### src/rtl/dmem_port_arbiter.sv
// Shares the data-memory SRAM port between the CPU MEM stage and an external requester.
// Optional starvation guard is built when DMEM_ARB_STARVE_GUARD_EN is defined.
module dmem_port_arbiter #(
   parameter int ADDR_W   = 64,
   parameter int DATA_W   = 64,
   parameter int MAX_WAIT = 8
) (
   input  logic              clk,
   input  logic              srst,
   input  logic              enable,
   input  logic              cpu_req,
   input  logic              cpu_wen,
   input  logic [ADDR_W-1:0] cpu_addr,
   input  logic [DATA_W-1:0] cpu_wdata,
   output logic              cpu_stall,
   output logic              cpu_rvalid,
   output logic [DATA_W-1:0] cpu_rdata,
   input  logic              ext_valid,
   output logic              ext_ready,
   input  logic              ext_wen,
   input  logic [ADDR_W-1:0] ext_addr,
   input  logic [DATA_W-1:0] ext_wdata,
   output logic              ext_rvalid,
   output logic [DATA_W-1:0] ext_rdata,
   output logic              mem_ren,
   output logic              mem_wen,
   output logic [ADDR_W-1:0] mem_addr,
   output logic [DATA_W-1:0] mem_wdata,
   input  logic [DATA_W-1:0] mem_rdata,
   output logic [1:0]        dbg_owner,
   output logic [7:0]        dbg_wait
);

   // Handshake: the external request transfers in a cycle where ext_valid & ext_ready;
   // ext_valid and its fields are held stable by the requester until then.
   typedef enum logic [1:0] {
      OWN_NONE = 2'd0,
      OWN_CPU  = 2'd1,
      OWN_EXT  = 2'd2
   } owner_t;

   if (MAX_WAIT < 1 || MAX_WAIT > 255) begin : g_bad_max_wait
      $error("dmem_port_arbiter: MAX_WAIT must be in 1..255");
   end

   logic   c_req;
   logic   e_req;
   logic   force_ext;
   owner_t grant;
   owner_t owner_q;
   logic [7:0] wait_q;

   assign c_req = cpu_req & enable;
   assign e_req = ext_valid;

`ifdef DMEM_ARB_STARVE_GUARD_EN
   localparam logic [7:0] WAIT_LIMIT = 8'(MAX_WAIT);

   // Counts cycles the external request sat unserved; saturates so force stays asserted.
   always_ff @(posedge clk) begin
      if (srst) begin
         wait_q <= 8'd0;
      end else if (!ext_valid || ext_ready) begin
         wait_q <= 8'd0;
      end else if (wait_q != WAIT_LIMIT) begin
         wait_q <= wait_q + 8'd1;
      end
   end

   assign force_ext = (wait_q == WAIT_LIMIT);
`else
   assign wait_q    = 8'd0;
   assign force_ext = 1'b0;
`endif

   always_comb begin
      grant = OWN_NONE;
      if (force_ext) begin
         if (e_req) begin
            grant = OWN_EXT;
         end else if (c_req) begin
            grant = OWN_CPU;
         end
      end else begin
         if (c_req) begin
            grant = OWN_CPU;
         end else if (e_req) begin
            grant = OWN_EXT;
         end
      end
   end

   always_comb begin
      mem_ren   = 1'b0;
      mem_wen   = 1'b0;
      mem_addr  = '0;
      mem_wdata = '0;
      case (grant)
         OWN_CPU: begin
            mem_ren   = ~cpu_wen;
            mem_wen   = cpu_wen;
            mem_addr  = cpu_addr;
            mem_wdata = cpu_wdata;
         end
         OWN_EXT: begin
            mem_ren   = ~ext_wen;
            mem_wen   = ext_wen;
            mem_addr  = ext_addr;
            mem_wdata = ext_wdata;
         end
         default: begin
            mem_ren   = 1'b0;
            mem_wen   = 1'b0;
            mem_addr  = '0;
            mem_wdata = '0;
         end
      endcase
   end

   assign ext_ready = (grant == OWN_EXT);
   assign cpu_stall = c_req & (grant == OWN_EXT);

   // Remembers who issued last cycle's read so the 1-cycle SRAM return is steered correctly.
   always_ff @(posedge clk) begin
      if (srst) begin
         owner_q <= OWN_NONE;
      end else if (grant == OWN_CPU && !cpu_wen) begin
         owner_q <= OWN_CPU;
      end else if (grant == OWN_EXT && !ext_wen) begin
         owner_q <= OWN_EXT;
      end else begin
         owner_q <= OWN_NONE;
      end
   end

   assign cpu_rvalid = (owner_q == OWN_CPU);
   assign ext_rvalid = (owner_q == OWN_EXT);
   assign cpu_rdata  = cpu_rvalid ? mem_rdata : '0;
   assign ext_rdata  = ext_rvalid ? mem_rdata : '0;

   assign dbg_owner = owner_q;
   assign dbg_wait  = wait_q;

endmodule

### config.mk
export PLATFORM = sky130hd
export DESIGN_NAME = dmem_port_arbiter
export DESIGN_NICKNAME = d
export VERILOG_FILES = /design/src/rtl/dmem_port_arbiter.sv
export SDC_FILE = /design/constraint.sdc
export NUM_CORES = 1
export LEC_CHECK = 0
export ABC_AREA = 1
export BUFFER_PORTS_ARGS = -buffer_cell sky130_fd_sc_hd__buf_4
export CORE_AREA = 8 8 224 226
export CTS_CLUSTER_DIAMETER = 60
export DETAILED_ROUTE_END_ITERATION = 8
export DIE_AREA = 0 0 232 234
export MAX_ROUTING_LAYER = met4
export PLACE_DENSITY_LB_ADDON = 0.2
export SLEW_MARGIN = 20
export SYNTH_ARGS = -nofsm -noshare
export SYNTH_HDL_FRONTEND = slang
export SYNTH_SLANG_ARGS = --single-unit
### constraint.sdc
create_clock -name clk -period 2.4 [get_ports clk]
set_input_delay 0.12 -clock clk [delete_from_list [all_inputs] [get_ports clk]]
set_output_delay 0.12 -clock clk [all_outputs]
set_load 0.03 [all_outputs]
==> impl_metrics.env <==
export IMPL_status="finished clean"
export IMPL_fmax_mhz=551
export IMPL_p_leak_nw=4.98
export IMPL_cts_root_buf="clkbuf_16"
export IMPL_hold_buffers=0
export IMPL_nFillCells=5444
export IMPL_syn_instance_count=649
export IMPL_route_detailed_drc=0
export IMPL_p_total_mw=1.96
export IMPL_post_cts_setup_buffers=0
export IMPL_grt_max_degree=81
export IMPL_final_core_util_pct=17.6
export IMPL_overflow=0
export IMPL_routed_wl_um=26000
export IMPL_tns_ps=0
export IMPL_drt_initial_drc_count=103
export IMPL_nets=1536
export IMPL_grtUsageTotal_pct=8.55
export IMPL_synth_seq_cells=2
export IMPL_grt_pass1_vias=5946
export IMPL_htreeDepth=1
export IMPL_slew_viol_final=0
export IMPL_cts_buffer_depth=2
export IMPL_cap_violations=0
export IMPL_ys_warn_count=0
export IMPL_synth_top_area_share_pct=26.2
export IMPL_power_density_mw_per_mm2=238
export IMPL_final_cell_mix="buf_4, inv_1, nand2_1, nor2_1, o21ai_2"
export IMPL_routedWlPerCell_um=14.2
export IMPL_io_buffers=589
export IMPL_grt_first_pass_wirelength_um=35200
export IMPL_placed_cell_area_mm2=0.00818
export IMPL_num_antenna_cells=0
export IMPL_grt_antenna_before_repair=0
export IMPL_core_region_area_mm2=0.0468
export IMPL_die_height_um=234
export IMPL_finalHoldViolations=0
export IMPL_dp_hpwl_um=23200
export IMPL_cts_buffers=3
export IMPL_hold_depth=2
export IMPL_setup_viol=0
export IMPL_cts_sinks=2
export IMPL_synth_cell_types=18
export IMPL_start_util_pct=7.12
export IMPL_avgSynthCellArea_um2=5.14
export IMPL_vdd_ir_drop_max_v=0.000162
export IMPL_firstDrtPassIters=4
export IMPL_drive_gt1_share_pct=58.4
export IMPL_syn_to_final_growth_pct=147
export IMPL_fin_area_mm2=0.00825
export IMPL_vias=5775
export IMPL_relSlewSlack_pct=62.2
export IMPL_ys_seq_area_share_pct=1.20
export IMPL_rsz0062_at_grt="false"
export IMPL_crit_type="reg2out"
export IMPL_die_w_um=232
export IMPL_hold_path_class="in2reg"
export IMPL_largest_reg_flops=2
export IMPL_critPathMaxFanout=30
export IMPL_gp_congestion=0.847
export IMPL_synthesis_area_mm2=0.00334
export IMPL_finalCritPeriodShare_pct=75.7
export IMPL_ant_nets=0
export IMPL_cts_tree="yes"
export IMPL_worst_slew_pin_slew_ps=565
export IMPL_crit_required_ps=2280
export IMPL_clk_pin_slew_ps=30
export IMPL_rows=80
export IMPL_cp_start_kind="flop"
export IMPL_yosys_top_cells_area="o21ai_2, inv_1, nand2_1"
export IMPL_ios=599
export IMPL_arrival_ps=1700
export IMPL_final_common_cell="buf_4"
export IMPL_yosysTopAreaCell="o21ai_2"
export IMPL_post_cts_resize_count=0
export IMPL_avgViaCountPerCell=3.17
export IMPL_min_period_ps=1820
export IMPL_die_area_mm2=0.0543
export IMPL_cp_end_kind="output pin"
[layer usage]
layer / global-route usage, % / wire length, µm
met1: 8.41 / 8940
met2: 16.8 / 14400
met3: 1.83 / 2130
met4: 2.16 / 534
met5: - / 0
[report_power, final]
part           leakage (nW)  internal [mW]  switching [mW]
Clock                0.0370          0.212          0.0379
Sequential           0.0163         0.0346        0.000885
Combinational          4.93          0.729           0.947
Total                  4.98          0.976           0.986
[synthesized netlist by cell type]
cell type	instances
clkbuf_2	1
clkbuf_1	2
dfxtp_1	2
nand2_2	2
nor2_1	131
inv_2	2
buf_2	8
buf_4	10
o21ai_2	100
o21ai_0	29
clkbuf_8	6
nand3_1	2
buf_8	9
nand2_1	132
buf_12	1
conb_1	1
inv_1	198
buf_6	13
[kinds of logic after synthesis]
family,share of synthesized area (%)
AO/OA/AOI/OAI,30.6
flip-flops,1.20
AND/OR/NAND/NOR,30.3
other,0.112
buffers and inverters,37.8
[critical path: stages, from the launching register on]
cell and delay [ps]:
dfxtp_1 370, nor2_1 90, inv_2 380, buf_4 340, nor2_1 110, buf_4 180
[final timing paths]
kind | from | endpoint | slack, ps
min | srst | dbg_owner[0] | 70
max | dbg_owner[1] | cpu_rdata[53] | 580
[area by class of cell]
| type | instances | area [µm²] | share of cell area (%) |
|---|---|---|---|
| Sequential cell | 2 | 40.0 | 0.485 |
| Inverter | 200 | 753 | 9.13 |
| Tap cell | 615 | 769 | 9.33 |
| Clock buffer | 3 | 75.1 | 0.910 |
| Timing Repair Buffer | 597 | 4530 | 54.9 |
| Multi-Input combinational cell | 405 | 2080 | 25.2 |
[through the flow]
| stage | worst slack [ps] | hold slack [ps] | instances |
|---|---|---|---|
| 4_1_cts | 547 | 74.7 | 1822 |
| 3_3_place_gp | 807 | 294 | 1819 |
| 2_1_floorplan | 414 | 192 | 657 |
| 5_1_grt | 459 | 77.4 | 1822 |
| 3_5_place_dp | 782 | 303 | 1819 |
| 6_report | 584 | 72.8 | 1822 |
Note: power is estimated with default switching activity, not from simulation.
